--- config.mk ---
export PLATFORM = sky130hd
export DESIGN_NAME = ysyx_24110026_ifu
export DESIGN_NICKNAME = d
export VERILOG_FILES = /design/src/rtl/ysyx_24110026_ifu_pkg.sv /design/src/rtl/ysyx_24110026_ifu_timeout.sv /design/src/rtl/ysyx_24110026_ifu.sv
export SDC_FILE = /design/constraint.sdc
export NUM_CORES = 1
export LEC_CHECK = 0
export CAP_MARGIN = 10
export CORE_MARGIN = 2
export CORE_UTILIZATION = 43
export CTS_BUF_LIST = sky130_fd_sc_hd__clkbuf_8 sky130_fd_sc_hd__clkbuf_16
export DETAILED_ROUTE_END_ITERATION = 7
export PLACE_DENSITY_LB_ADDON = 0.15
export SYNTH_ARGS = -nofsm -noshare
export SYNTH_HDL_FRONTEND = slang
export SYNTH_SLANG_ARGS = --single-unit
--- constraint.sdc ---
create_clock -name clk -period 1.66 [get_ports clk]
set_input_delay 0.332 -clock clk [delete_from_list [all_inputs] [get_ports clk]]
set_output_delay 0.332 -clock clk [all_outputs]
set_load 0.02 [all_outputs]
--- src/rtl/ysyx_24110026_ifu_pkg.sv ---
// IFU shared constants: FSM state encodings and reset PC.
// Imported by the IFU top and its timeout counter.
package ysyx_24110026_ifu_pkg;

  localparam logic [1:0] S_REQ  = 2'd0;
  localparam logic [1:0] S_WAIT = 2'd1;
  localparam logic [1:0] S_OUT  = 2'd2;
  localparam logic [1:0] S_ERR  = 2'd3;

  localparam logic [31:0] IFU_RESET_PC = 32'h8000_0000;

  function automatic logic [31:0] seq_pc(
    input logic [31:0] pc
  );
    return pc + 32'd4;
  endfunction

endpackage

--- src/rtl/ysyx_24110026_ifu_timeout.sv ---
// Fetch wait counter: cleared on request accept, counts while waiting,
// expire is high once TIMEOUT_CYCLES waiting cycles have elapsed.
module ysyx_24110026_ifu_timeout
  import ysyx_24110026_ifu_pkg::*;
#(
  parameter int unsigned TIMEOUT_CYCLES = 255
) (
  input  logic clk,
  input  logic rst,
  input  logic clear,
  input  logic en,
  output logic expire
);

  localparam int unsigned W = $clog2(TIMEOUT_CYCLES);
  localparam logic [W-1:0] LAST = W'(TIMEOUT_CYCLES - 1);

  logic [W-1:0] cnt_q;
  logic [W-1:0] cnt_d;

  assign expire = (cnt_q == LAST);

  // Saturate at LAST so the count never wraps.
  always_comb begin
    cnt_d = cnt_q;
    if (clear) begin
      cnt_d = '0;
    end else if (en && !expire) begin
      cnt_d = cnt_q + 1'b1;
    end
  end

  always_ff @(posedge clk) begin
    if (rst) begin
      cnt_q <= '0;
    end else begin
      cnt_q <= cnt_d;
    end
  end

endmodule

--- src/rtl/ysyx_24110026_ifu.sv ---
// Instruction fetch unit: PC, imem request/response, decode handoff.
// Define IFU_MISALIGN_CHECK_EN to trap misaligned redirect targets.
module ysyx_24110026_ifu
  import ysyx_24110026_ifu_pkg::*;
#(
  parameter logic [31:0] RESET_PC       = IFU_RESET_PC,
  parameter int unsigned TIMEOUT_CYCLES = 255
) (
  input  logic        clk,
  input  logic        rst,
  output logic        imem_req_valid,
  input  logic        imem_req_ready,
  output logic [31:0] imem_req_addr,
  input  logic        imem_resp_valid,
  input  logic [31:0] imem_resp_data,
  input  logic        redirect_valid,
  input  logic [31:0] redirect_pc,
  output logic        inst_valid,
  input  logic        inst_ready,
  output logic [31:0] inst,
  output logic [31:0] inst_pc,
  output logic        fetch_err,
  output logic        misalign_err
);

  logic [1:0]  state_q, state_d;
  logic [31:0] pc_q, pc_d;
  logic [31:0] req_pc_q, req_pc_d;
  logic        drop_q, drop_d;
  logic [31:0] inst_q, inst_d;
  logic [31:0] inst_pc_q, inst_pc_d;
  logic        ferr_q, ferr_d;
  logic        req_hs;
  logic        tmo_clear;
  logic        tmo_en;
  logic        tmo_expire;
  logic        redir_bad;
  logic [31:0] redir_pc;

`ifdef IFU_MISALIGN_CHECK_EN
  logic mis_q, mis_d;
  assign redir_bad    = (redirect_pc[1:0] != 2'b00);
  assign redir_pc     = redirect_pc;
  assign misalign_err = mis_q;
`else
  logic unused_redir_lsb;
  assign unused_redir_lsb = ^redirect_pc[1:0];
  assign redir_bad    = 1'b0;
  assign redir_pc     = {redirect_pc[31:2], 2'b00};
  assign misalign_err = 1'b0;
`endif

  assign req_hs         = (state_q == S_REQ) && imem_req_ready;
  assign tmo_clear      = req_hs;
  assign tmo_en         = (state_q == S_WAIT);
  assign imem_req_valid = (state_q == S_REQ);
  assign imem_req_addr  = pc_q;
  assign inst_valid     = (state_q == S_OUT);
  assign inst           = inst_q;
  assign inst_pc        = inst_pc_q;
  assign fetch_err      = ferr_q;

  ysyx_24110026_ifu_timeout #(
    .TIMEOUT_CYCLES(TIMEOUT_CYCLES)
  ) u_timeout (
    .clk   (clk),
    .rst   (rst),
    .clear (tmo_clear),
    .en    (tmo_en),
    .expire(tmo_expire)
  );

  always_comb begin
    state_d   = state_q;
    pc_d      = pc_q;
    req_pc_d  = req_pc_q;
    drop_d    = drop_q;
    inst_d    = inst_q;
    inst_pc_d = inst_pc_q;
    ferr_d    = ferr_q;
`ifdef IFU_MISALIGN_CHECK_EN
    mis_d     = 1'b0;
`endif
    unique case (state_q)
      S_REQ: begin
        if (req_hs) begin
          state_d  = S_WAIT;
          req_pc_d = pc_q;
          drop_d   = 1'b0;
        end
      end
      S_WAIT: begin
        if (imem_resp_valid) begin
          if (drop_q) begin
            drop_d  = 1'b0;
            state_d = S_REQ;
          end else begin
            inst_d    = imem_resp_data;
            inst_pc_d = req_pc_q;
            pc_d      = seq_pc(req_pc_q);
            state_d   = S_OUT;
          end
        end else if (tmo_expire) begin
          state_d = S_ERR;
          ferr_d  = 1'b1;
        end
      end
      S_OUT: begin
        if (inst_ready) begin
          state_d = S_REQ;
        end
      end
      default: ;
    endcase
    // Redirect overrides the sequential update; a same-cycle
    // response is discarded rather than handed to decode.
    if (redirect_valid && state_q != S_ERR) begin
      inst_d    = inst_q;
      inst_pc_d = inst_pc_q;
      if (redir_bad) begin
`ifdef IFU_MISALIGN_CHECK_EN
        mis_d = 1'b1;
`endif
        pc_d    = pc_q;
        state_d = S_ERR;
      end else begin
        pc_d = redir_pc;
        if (state_q == S_REQ) begin
          drop_d = req_hs;
        end else if (state_q == S_WAIT) begin
          if (imem_resp_valid) begin
            drop_d  = 1'b0;
            state_d = S_REQ;
          end else begin
            drop_d = 1'b1;
          end
        end else begin
          state_d = S_REQ;
        end
      end
    end
  end

  always_ff @(posedge clk) begin
    if (rst) begin
      state_q   <= S_REQ;
      pc_q      <= RESET_PC;
      req_pc_q  <= RESET_PC;
      drop_q    <= 1'b0;
      inst_q    <= '0;
      inst_pc_q <= '0;
      ferr_q    <= 1'b0;
    end else begin
      state_q   <= state_d;
      pc_q      <= pc_d;
      req_pc_q  <= req_pc_d;
      drop_q    <= drop_d;
      inst_q    <= inst_d;
      inst_pc_q <= inst_pc_d;
      ferr_q    <= ferr_d;
    end
  end

`ifdef IFU_MISALIGN_CHECK_EN
  always_ff @(posedge clk) begin
    if (rst) begin
      mis_q <= 1'b0;
    end else begin
      mis_q <= mis_d;
    end
  end
`endif

endmodule

==> impl_results.md, run 1 <==
- Placed cell area: 8018 um2
- Starting DRT DRC Count: 341
- Worst ir drop on vdd: 0.0006644 V
- DRT Pass-1 Iters: 5
- Post-Syn Area: 5728 um2
- Avg WL per Cell: 15.75 um
- Initial Util: 43.60%
- Outcome: finished, violations left
- Diodes inserted: 0
- Failing checks: setup timing
- PwrDens: 971.6 nW/um2
- Largest net degree at the start of global routing: 44
- FMAX: 597.7 MHz
- Tightest Hold Check Type: in -> reg
- Final Util: 66.83%
- Final worst slack: -13.02 ps
- Final min period: 1673 ps
- Clock Skew: 7.978 ps
- Vias in the first global route: 5734
- Avg Inst Size Synth: 7.989 um2
- CTS Buf Count: 17
- WL final: 17560 um
- Critical Path RT: 1970 ps
- Final Hold Viols: 0
- RSZ-0062 raised after global routing: true
- Number of buffers added on ports: 166
- Total Routing Usage GR: 24.38%
- Synth warn: 0
- Core area: 13140 um2
- Die width: 119.4 um
- Worst skew pair latency: 420 ps
- Std cell rows: 42
- Die Ht: 119.4 um
- Crit share post-route: 100.8%
- Max Cap Viol: 0
- Cells after synthesis: 717
- Final Wtd Congestion: 0.8529
- CTS Buffer Depth: 2
- DRC violations left: 0
- Nets: 999
- Crit-path max FO: 2
- Dpl ws: -347.1 ps
- Critical path class: reg -> reg
- CTS tree: yes
- Synth top cells by count: 213 x nand2_1, 140 x dfxtp_1, 113 x a21oi_1, 45 x clkbuf_1, 30 x nor2_1
- Yosys top cell by area: dfxtp_1
- Post-DP HPWL: 12260 um
- Max-slew violation count: 0
- Post-synth net total: 790
- Flops & latches, synth: 140
- Root Driver: clkbuf_16
- Worst EP arrival: 1980 ps
- Post-route ant nets: 0
- DR vias: 5919
- Clock sinks: 140
- Die ar.: 14260 um2
- # IOs: 170
- Routed vias/inst: 5.309
- Layout cells sized above 1: 16.61%
- Critical Path Start Type: register
- First-pass GRT wire length: 27700 um
- Top cells by area, synth: dfxtp_1 49%, nand2_1 14%, a21oi_1 9.9%
- Layout area overhead: 53.28%
- Final Cell Area: 8780 um2
- Initial antenna violation count: 0
- Number of synthesized flops with an enable pin: 0
- Hold_buf cts: 0
- Clk slew on worst S/H paths: 60 ps
- Worst Setup End Kind: register
- Post-synth top area share: 48.93%
- Remaining Overflow, GRT: 0
- Sequential share of the synthesized area: 48.93%
- Post-synthesis async set-or-reset flop share: 0%
- Setup violators final: 1
- H-tree depth: 4
- LEAKAGE: 3.629 nW
- Most common cell in the netlist: nand2_1
- Ys flop type: dfxtp_1
- Netlist cell types: 48
## sequential cells by signal, indices dropped and copies added (netlist names)
| name | count |
|---|---|
| u_timeout.cnt_q | 8 |
| imem_req_addr | 32 |
| inst_pc | 32 |
| req_pc_q | 32 |
| state_q | 2 |
| inst | 32 |
| fetch_err | 1 |
| drop_q | 1 |
## worst max-delay path, stage by stage, from the launching register on
cell and delay (ps):
dfxtp_2 330, nand4_1 180, or4_4 600, o31a_1 260
o21ai_2 120, a21oi_1 70
## layout by cell type (no fill, tap or decap), types with 5 or more instances in the layout
cell,count
a21oi_1,111
a221oi_1,6
a222oi_1,5
a22oi_1,9
buf_12,8
buf_4,71
clkbuf_16,17
clkdlybuf4s50_1,66
dfxtp_1,127
dfxtp_2,9
dlygate4sd2_1,97
inv_1,8
nand2_1,212
nand3_1,8
nand4_1,16
nor2_1,28
nor3_1,5
o21ai_0,6
o21ai_1,7
o221ai_1,9
xnor2_1,13
xor2_1,15
## cell type report
cell class / instances / area (um2)
clock buffers: 18 / 439.2
clock inverters: 14 / 195.2
fillers: 1091 / 4358
inverters: 9 / 33.78
multi-input cells: 512 / 2820
flip-flops and latches: 140 / 2829
well taps: 176 / 220.2
repair buffers: 246 / 2242
## layer usage
metal	global-route usage (%)	up-vias	wire length (um)
met3	7.423	37	1206
li1	-	2866	-
met1	28.42	2821	7293
met2	41.77	195	8694
met4	9.853	0	367
met5	0	-	0
## cell families (layout without fill, tap and decap cells)
kind of cell / Yosys count / count (layout) / synth area share [%]
AOI/OAI and AO/OA: 171 / 171 / 17.43
xor gates and xnor gates: 28 / 28 / 4.281
adders and majority gates: 3 / 3 / 0.6554
buffers and inverters: 65 / 287 / 4.521
DFF: 140 / 140 / 48.93
muxes: 3 / 3 / 0.5243
other: 1 / 1 / 0.06547
and+or+nand+nor: 306 / 306 / 23.59
## through the flow
step                      hold WS (ps)  total power, mW  cells  setup TNS (ps)
after floorplan                  444.5            4.057    717          -40.67
after global placement           441.6            4.582   1074          -20910
after detailed placement         447.0            4.599   1074          -26940
after CTS                        221.7            8.559   1107               0
after global routing             250.5            8.809   1115          -318.2
final                            236.6            8.531   1115          -13.02
## worst paths after layout
check	depth (start not counted)	start	to	slack, ps
hold / removal	2	rst	inst_pc[30]	240
setup reg to reg	5	req_pc_q[9]	imem_req_addr[21]	-10
setup / recovery	5	req_pc_q[9]	imem_req_addr[21]	-10
hold reg to reg	2	inst_pc[29]	inst_pc[29]	450
## timing repair
action,4_1_cts,5_1_grt
pin swaps,0,16
gates resized for setup,109,41
setup buffers,1,8
cloned,0,0
setup endpoints to repair,103,24
## where the power goes
| group | switching [mW] | internal, mW | leakage, nW |
|---|---|---|---|
| sequential | 0.0972 | 3.47 | 1.15 |
| clock | 1.48 | 2.55 | 0.298 |
| combinational | 0.490 | 0.440 | 2.19 |
| total | 2.07 | 6.46 | 3.63 |
Power figures use the tool's default switching activity.
==> run 2: changes to the inputs <==
--- a/config.mk
+++ b/config.mk
@@ -14,3 +14,4 @@
 export SYNTH_ARGS = -nofsm -noshare
 export SYNTH_HDL_FRONTEND = slang
 export SYNTH_SLANG_ARGS = --single-unit
+export TNS_END_PERCENT = 5
==> run 2 against run 1 <==
- the run still ends with setup timing left
- wire length down 1.4%
- design area down 1.2%
- core utilization down 0.77 points
- global-route usage down 0.061 points
- via count down 1.0%
- non-clock buffer count down 6
- critical path depth unchanged
- first-iteration DRC count down 3.8%
- total power down 0.11%
==> impl_results.md, run 2 (synthesis results as in run 1) <==
- Vias in the first global route: 5727
- Layout area overhead: 51.51%
- Dpl cells: 1074
- Failing checks: setup timing
- Starting DRT DRC Count: 328
- Outcome: finished, violations left
- Number of buffers added on ports: 166
- R2R Setup Slk: -6 ps
- Crit-path max FO: 2
- Commonest non-fill, non-tap cell in the layout: nand2_1
- Commonest cells after routing, fill and taps aside: 213 x nand2_1, 127 x dfxtp_1, 111 x a21oi_1
- Worst Hold Launch: rst
- R2R Path Start: req_pc_q[9]
- Remaining Overflow, GRT: 0
- Final worst slack: -5.791 ps
- Initial Util: 43.60%
- Die width: 119.4 um
- Setup violators final: 1
- Clock sinks: 140
- CTS Buffer Depth: 2
- Max Cap Viol: 0
- Final Hold Viols: 0
- Layout cells sized above 1: 15.54%
- FMAX: 600.3 MHz
- Critical path class: reg -> reg
- LEAKAGE: 3.591 nW
- DRC violations left: 0
- Critical Path Start Type: register
- Worst ir drop on vdd: 0.0006625 V
- WL final: 17320 um
- DR vias: 5857
- Core area: 13140 um2
- Total Routing Usage GR: 24.32%
- Clk slew on worst S/H paths: 60 ps
- Root Driver: clkbuf_16
- Initial antenna violation count: 0
- Tightest Hold Check Type: in -> reg
- Post-DP HPWL: 12260 um
- H-tree depth: 4
- Worst Setup End Kind: register
- Max-slew violation count: 0
- Diodes inserted: 0
- Final min period: 1666 ps
- Crit share post-route: 100.3%
- RSZ-0062 raised after global routing: true
- # IOs: 170
- Critical Path RT: 1970 ps
- Routed vias/inst: 5.281
- Std cell rows: 42
- Worst EP arrival: 1970 ps
- Clock Skew: 5.868 ps
- Avg WL per Cell: 15.62 um
- PwrDens: 981.9 nW/um2
- Die Ht: 119.4 um
- Post-route ant nets: 0
- Worst skew pair latency: 420 ps
- DRT Pass-1 Iters: 4
- Worst Setup SP: req_pc_q[9]
- CTS tree: yes
- Final Wtd Congestion: 0.8529
- Non-filler cells, final: 1109
- Placed cell area: 8018 um2
- Nets: 993
- Largest net degree at the start of global routing: 44
- CTS Buf Count: 17
- Die ar.: 14260 um2
- Final Cell Area: 8678 um2
- First-pass GRT wire length: 27630 um
run 2: changes by cell type in the layout (fill, tap and decap cells not counted), moves of 2 or more:
cell / before / now
buf_6: 3 / 0
dfxtp_2: 9 / 11
buf_4: 71 / 68
dfxtp_4: 4 / 2
run 2: metal layers:
layer  global-route usage, %  vias to the layer above  routed length, um
met4                   9.853                        0                358
met2                   41.70                      209               8574
li1                        -                     2849                  -
met3                   7.423                       35               1337
met1                   28.30                     2764               7051
met5                       0                        -                  0
run 2: power breakdown:
group	internal, mW	switching, mW
clock	2.55	1.48
combinational	0.435	0.486
sequential	3.47	0.0983
run 2: final timing paths:
| path | cells after the start | to |
|---|---|---|
| hold / removal | 2 | inst_pc[30] |
| setup reg to reg | 5 | imem_req_addr[21] |
| hold reg to reg | 2 | inst_pc[29] |
| setup / recovery | 5 | imem_req_addr[21] |
run 2: final cells by class:
type                            instances  area (um2)
Sequential cell                       140        2824
Inverter                                9       33.78
Multi-Input combinational cell        512        2795
Timing Repair Buffer                  240        2171
Clock buffer                           18       439.2
Fill cell                            1100        4459
Clock inverter                         14       195.2
Tap cell                              176       220.2
run 2: repair_timing:
action | 4_1_cts | 5_1_grt
endpoints found under the setup margin | 103 | 23
hold buffers | 0 | 0
setup buffers | 0 | 3
gates resized for setup | 108 | 31
pin swaps | 1 | 11
run 2: metrics by stage:
stage | utilization [%] | worst slack (ps) | total power, mW | TNS, ps | hold slack (ps)
after floorplan | - | -40.67 | 4.057 | -40.67 | 444.5
after global placement | 61.03 | -282.1 | 4.582 | -20910 | 441.6
after detailed placement | 61.03 | -347.1 | 4.599 | -26940 | 447.0
after CTS | 64.94 | -94.43 | 8.560 | -94.43 | 221.7
after global routing | 66.06 | -85.69 | 8.800 | -343.7 | 246.0
final | 66.06 | -5.791 | 8.521 | -5.791 | 236.2
run 2: critical path, stage by stage, from the launching register on:
cell and delay (ps):
dfxtp_2 330, nand4_1 180, or4_4 600, o31a_1 260, o21ai_2 110, a21oi_1 70
==> variant 1 (settings of run 1) <==
Build with the macro `IFU_MISALIGN_CHECK_EN` defined.
--- a/src/rtl/ysyx_24110026_ifu.sv
+++ b/src/rtl/ysyx_24110026_ifu.sv
@@ -1,5 +1,7 @@
 // Instruction fetch unit: PC, imem request/response, decode handoff.
 // Define IFU_MISALIGN_CHECK_EN to trap misaligned redirect targets.
+`define IFU_MISALIGN_CHECK_EN
+
 module ysyx_24110026_ifu
   import ysyx_24110026_ifu_pkg::*;
 #(
Function: changed (Yosys sat finds a counterexample within 4 cycles, from zero or initial values and one cycle with rst high).
==> variant 1 against run 1 <==
Synthesized cell count grew 3.9%; worst setup slack better by 0.022 ns; final area grew 1.6%; power shrank 1.9%; combinational power is 2.3% higher; sequential cell count up 1; wire length increased by 4.2%; area after synthesis rose by 3.2%; largest power group unchanged.
==> variant 1: results (changes against run 1) <==
* PortBufs at 169 (was 166)
* Placed instance area at 8320 sq um (was 8020 sq um)
* Crit Path Max Fanout at 7 (was 2)
* CTS H-tree depth at 4 (unchanged)
* Most instantiated cells after synthesis: 221 x nand2_1, 141 x dfxtp_1, 115 x a21oi_1 (was 213 x nand2_1, 140 x dfxtp_1, 113 x a21oi_1)
* DRT iter0 DRCs at 398 (was 341)
* Maximum number of pins on one net before global-route repair at 65 (was 44)
* Fin cells at 1151 (was 1115)
* Setup Skew at 0.0130 ns (was 0.00798 ns)
* Syn Nets at 818 (was 790)
* Power Combinational at 0.000951 W (was 0.000930 W)
* Reg clk slew, reported paths at 0.06 ns (about the same)
* Yosys cell types at 50 (was 48)
* Cells after DPL at 1114 (was 1074)
* Total GRT Usage at 24.7% (was 24.4%)
* # fillers at 1157 (was 1091)
* Critical Path AT at 1.99 ns
* Drt pass-1 iters at 4 (was 5)
* DP HPWL at 12800 um (was 12300 um)
* Met3 Resource Use GR at 4.65% (was 7.42%)
* Seq/Total Area, Yosys at 47.8% (was 48.9%)
* Leak Pwr at 3.71 nW (was 3.63 nW)
* Share of cells above drive strength 1 at 16.1% (was 16.6%)
* DR WL/cell at 15.9 um (was 15.8 um)
* Int Power at 0.00631 W (was 0.00646 W)
* Drt via density at 5.29 (was 5.31)
* First-pass GRT wire length at 28700 um (was 27700 um)
* Cts bufs inserted at 17 (unchanged)
* GR Util met1 at 32.1% (was 28.4%)
* # nets final at 1035 (was 999)
* Vias in the first global route at 5786 (was 5734)
* Cells after Synth at 745 (was 717)
* Ys Warns at 0 (unchanged)
* Status: finished clean (was complete, but fails checks)
* Ys async rst share at 0% (unchanged)
* Met2 Usage GRT at 40.9% (was 41.8%)
* Max IR drop VDD at 815 uV (was 664 uV)
* Setup crit start: req_pc_q[6]$_SDFFE_PP0P_ (was req_pc_q[9]$_SDFFE_PP0P_)
* Slowest cell on the critical path: dfxtp_1 (was or4_4)
* CP max stage delay at 0.38 ns (was 0.60 ns)
* Seq pwr share at 42.3% (was 41.8%)
* Final Wtd Congestion at 0.884 (was 0.853)
* Worst-skew pair later-pin latency at 0.42 ns (about the same)
* Place WS at -0.443 ns (was -0.347 ns)
* Delay-heaviest family, CP: simple AND/OR/NAND/NOR gates (unchanged)
* Antenna violations before repair at 0 (unchanged)
* Ranking of synthesized cells by area: dfxtp_1 48%, nand2_1 14%, a21oi_1 9.7% (was dfxtp_1 49%, nand2_1 14%, a21oi_1 9.9%)
[variant 1: area by class of cell]
type / count / area [sq um] / share of cell area, %
Multi-Input combinational cell: 539 / 2940 / 32.9
Sequential cell: 141 / 2830 / 31.7
Timing Repair Buffer: 253 / 2280 / 25.6
Clock buffer: 18 / 439 / 4.92
Tap cell: 176 / 220 / 2.47
Clock inverter: 14 / 169 / 1.89
Inverter: 10 / 37.5 / 0.421
[variant 1: through the flow]
step	total power (W)	hold slack, ns
2_1_floorplan	0.00402	0.437
5_1_grt	0.00865	0.317
4_1_cts	0.00841	0.298
3_3_place_gp	0.00456	0.441
3_5_place_dp	0.00458	0.448
6_report	0.00837	0.318
[variant 1: logic make-up (layout without fill, tap and decap cells)]
| family | count (synthesis) | after routing | share of synthesized area (%) |
|---|---|---|---|
| adder cells (fa/ha/maj) | 3 | 3 | 0.635 |
| AO/OA/AOI/OAI | 181 | 181 | 17.5 |
| XOR/XNOR | 33 | 33 | 4.89 |
| AND/OR/NAND/NOR | 322 | 322 | 24.8 |
| flip-flops | 141 | 141 | 47.8 |
| buffers and inverters | 65 | 295 | 4.38 |
[variant 1: metal layers]
layer	vias to the layer above	wire length, um
met5	-	0
met4	0	328
met3	22	1140
met2	221	8740
met1	2880	8080
li1	2962	-
[variant 1: repair_timing]
item,4_1_cts,5_1_grt
hold buffers,0,0
resized for setup,115,15
endpoints found under the setup margin,115,28
pin swaps,1,12
setup buffers,2,3
gates cloned,0,0
[variant 1: final timing paths]
path	endpoint	slack [ns]	cells past startpoint
max	imem_req_addr[15]$_SDFFE_PP0P_	0.009	6
min	imem_req_addr[7]$_SDFFE_PP0P_	0.32	3
max reg2reg	imem_req_addr[15]$_SDFFE_PP0P_	0.009	6
min reg2reg	inst_pc[31]$_SDFFE_PP0P_	0.45	2
==> variant 2 (flow settings as in run 1) <==
Without the edit above. Register the output `fetch_err` once more, without a reset; this adds one clock of latency there. The other outputs are not delayed to match.
--- a/src/rtl/ysyx_24110026_ifu.sv
+++ b/src/rtl/ysyx_24110026_ifu.sv
@@ -58,7 +58,9 @@
   assign inst_valid     = (state_q == S_OUT);
   assign inst           = inst_q;
   assign inst_pc        = inst_pc_q;
-  assign fetch_err      = ferr_q;
+  always_ff @(posedge clk) begin
+    fetch_err <= ferr_q;
+  end
 
   ysyx_24110026_ifu_timeout #(
     .TIMEOUT_CYCLES(TIMEOUT_CYCLES)
Formal check against the unedited RTL: same outputs for any inputs over 4 cycles, from zero or initial values and one cycle with rst high; that may be too few to reach the edited logic, so the function may still have changed.
==> variant 2 against run 1 <==
The flow still finishes with violations (setup timing); sequential cell count grew 1; wire length shrank 1.2%; power shrank 2.1%; final area shrank 0.90%; global-route usage shrank 0.36 points; worst hold slack lost 0.0054 ns; area after synthesis grew 0.35%; worst setup slack lost 0.066 ns.
==> variant 2: results (changes against run 1) <==
* Status: complete, but fails checks (unchanged)
* Failing checks: setup timing (unchanged)
* Drt via density at 5.27 (was 5.31)
* Crit Path Max Fanout at 4 (was 2)
* # fillers at 1148 (was 1091)
* CP max stage delay at 0.36 ns (was 0.60 ns)
* Ys async rst share at 0% (unchanged)
* Post-Synth XOR/XNOR Area at 4.27% (was 4.28%)
* Setup Skew at 0.00549 ns (was 0.00798 ns)
* DP HPWL at 12000 um (was 12300 um)
* Worst r2r src: req_pc_q[8]$_SDFFE_PP0P_ (was req_pc_q[9]$_SDFFE_PP0P_)
* Setup violations, final at 1 (unchanged)
* Share of cells above drive strength 1 at 15.6% (was 16.6%)
* CTS Buffer Depth at 2 (unchanged)
* Yosys cell types at 48 (unchanged)
* Syn Nets at 791 (was 790)
* Reg2reg path depth at 6 (was 5)
* Root buffer selected by CTS: clkbuf_16 (unchanged)
* DRT iter0 DRCs at 420 (was 341)
* Final WL at 17400 um (was 17600 um)
* Worst-skew pair later-pin latency at 0.42 ns (about the same)
* Maximum number of pins on one net before global-route repair at 45 (was 44)
* Proportion of synthesized area in mux cells at 0.522% (was 0.524%)
* Cts bufs inserted at 17 (unchanged)
* Worst Hold Depth at 2 (unchanged)
* DR top layer: met4 (unchanged)
* Vias in the first global route at 5640 (was 5734)
* Reg2reg end: imem_req_addr[15]$_SDFFE_PP0P_ (was imem_req_addr[21]$_SDFFE_PP0P_)
* Max IR drop VDD at 589 uV (was 664 uV)
* Met3 wire length at 1310 um (was 1210 um)
* CTS H-tree depth at 4 (unchanged)
* # nets final at 994 (was 999)
* Total GRT Usage at 24.0% (was 24.4%)
* Compound-Gate Fraction of Synth Area at 17.4% (about the same)
* Reg clk slew, reported paths at 0.06 ns (about the same)
* Synth Area in Adders at 0.653% (was 0.655%)
* Worst Slack Setup Final at -0.0787 ns (was -0.0130 ns)
* Slowest cell on the critical path: nor4_1 (was or4_4)
* Drt pass-1 iters at 5 (unchanged)
* Most instantiated cells after synthesis: 213 x nand2_1, 141 x dfxtp_1, 113 x a21oi_1 (was 213 x nand2_1, 140 x dfxtp_1, 113 x a21oi_1)
* Ranking of synthesized cells by area: dfxtp_1 49%, nand2_1 14%, a21oi_1 9.8% (was dfxtp_1 49%, nand2_1 14%, a21oi_1 9.9%)
* First-pass GRT wire length at 27500 um (was 27700 um)
* Place WS at -0.363 ns (was -0.347 ns)
* Seq/Total Area, Yosys at 49.1% (was 48.9%)
* Setup_tns at -0.0787 ns (was -0.0130 ns)
* Final Wtd Congestion at 0.839 (was 0.853)
* Count leader, synth: nand2_1 (unchanged)
* Ys Warns at 0 (unchanged)
* PortBufs at 166 (unchanged)
* WL met2 at 8420 um (was 8690 um)
* DRT met1 WL at 7210 um (was 7290 um)
* Leak Pwr at 3.59 nW (was 3.63 nW)
* Diodes inserted at 0 (unchanged)
* Antenna violations before repair at 0 (unchanged)
[variant 2: how the worst min path moves through the flow]
stage | start | endpoint | slack [ns]
3_3_place_gp | ferr_q$_SDFFE_PP0P_ | fetch_err$_DFF_P_ | 0.36
6_report | rst | inst_pc[28]$_SDFFE_PP0P_ | 0.23
4_1_cts | rst | req_pc_q[17]$_SDFFE_PP0P_ | 0.22
3_5_place_dp | ferr_q$_SDFFE_PP0P_ | fetch_err$_DFF_P_ | 0.35
5_1_grt | rst | req_pc_q[17]$_SDFFE_PP0P_ | 0.24
2_1_floorplan | ferr_q$_SDFFE_PP0P_ | fetch_err$_DFF_P_ | 0.33
[variant 2: where the power goes]
part / internal (W) / switching [W]
clock network: 0.00242 / 0.00141
registers: 0.00350 / 0.0000966
logic: 0.000444 / 0.000488
[variant 2: layout make-up]
type / count / share of cell area (%)
inverters: 9 / 0.388
repair buffers: 240 / 25.4
clock buffers: 19 / 5.21
flip-flops and latches: 141 / 32.7
clock inverters: 13 / 1.70
well taps: 176 / 2.53
multi-input cells: 512 / 32.1
[variant 2: through the flow]
step	instances	cell area (sq um)
finish	1110	8700
floorplan	718	5750
detailed placement	1073	8010
global route	1110	8700
CTS	1105	8520
global placement	1073	8010
[variant 2: worst max-delay path: cells and delay by family, from the launching register on]
family | cells | cell delay [ns]
simple gates | 3 | 0.59
buf+inv | 1 | 0.20
compound gates | 1 | 0.33
xor+xnor | 1 | 0.14
flops | 1 | 0.35
[variant 2: kinds of logic (layout without fill, tap and decap cells)]
| logic type | Yosys count | in the layout |
|---|---|---|
| flip-flops | 141 | 141 |
| buffers and inverters | 65 | 281 |
| other | 1 | 1 |
| multiplexers | 3 | 3 |
| XOR/XNOR | 28 | 28 |
| AO/OA/AOI/OAI | 171 | 171 |
| adder cells (fa/ha/maj) | 3 | 3 |
| AND/OR/NAND/NOR | 306 | 306 |
[variant 2: per-layer routing]
metal	vias up	GRT usage [%]
met5	-	0
li1	2857	-
met4	0	10.1
met2	214	39.3
met3	30	7.51
met1	2744	29.3
[variant 2: timing repair]
action	CTS	global route
setup buffers	0	3
gates cloned	0	2
pin swaps	0	16
hold buffers	0	0
setup endpoints to repair	108	100
resized for setup	111	34
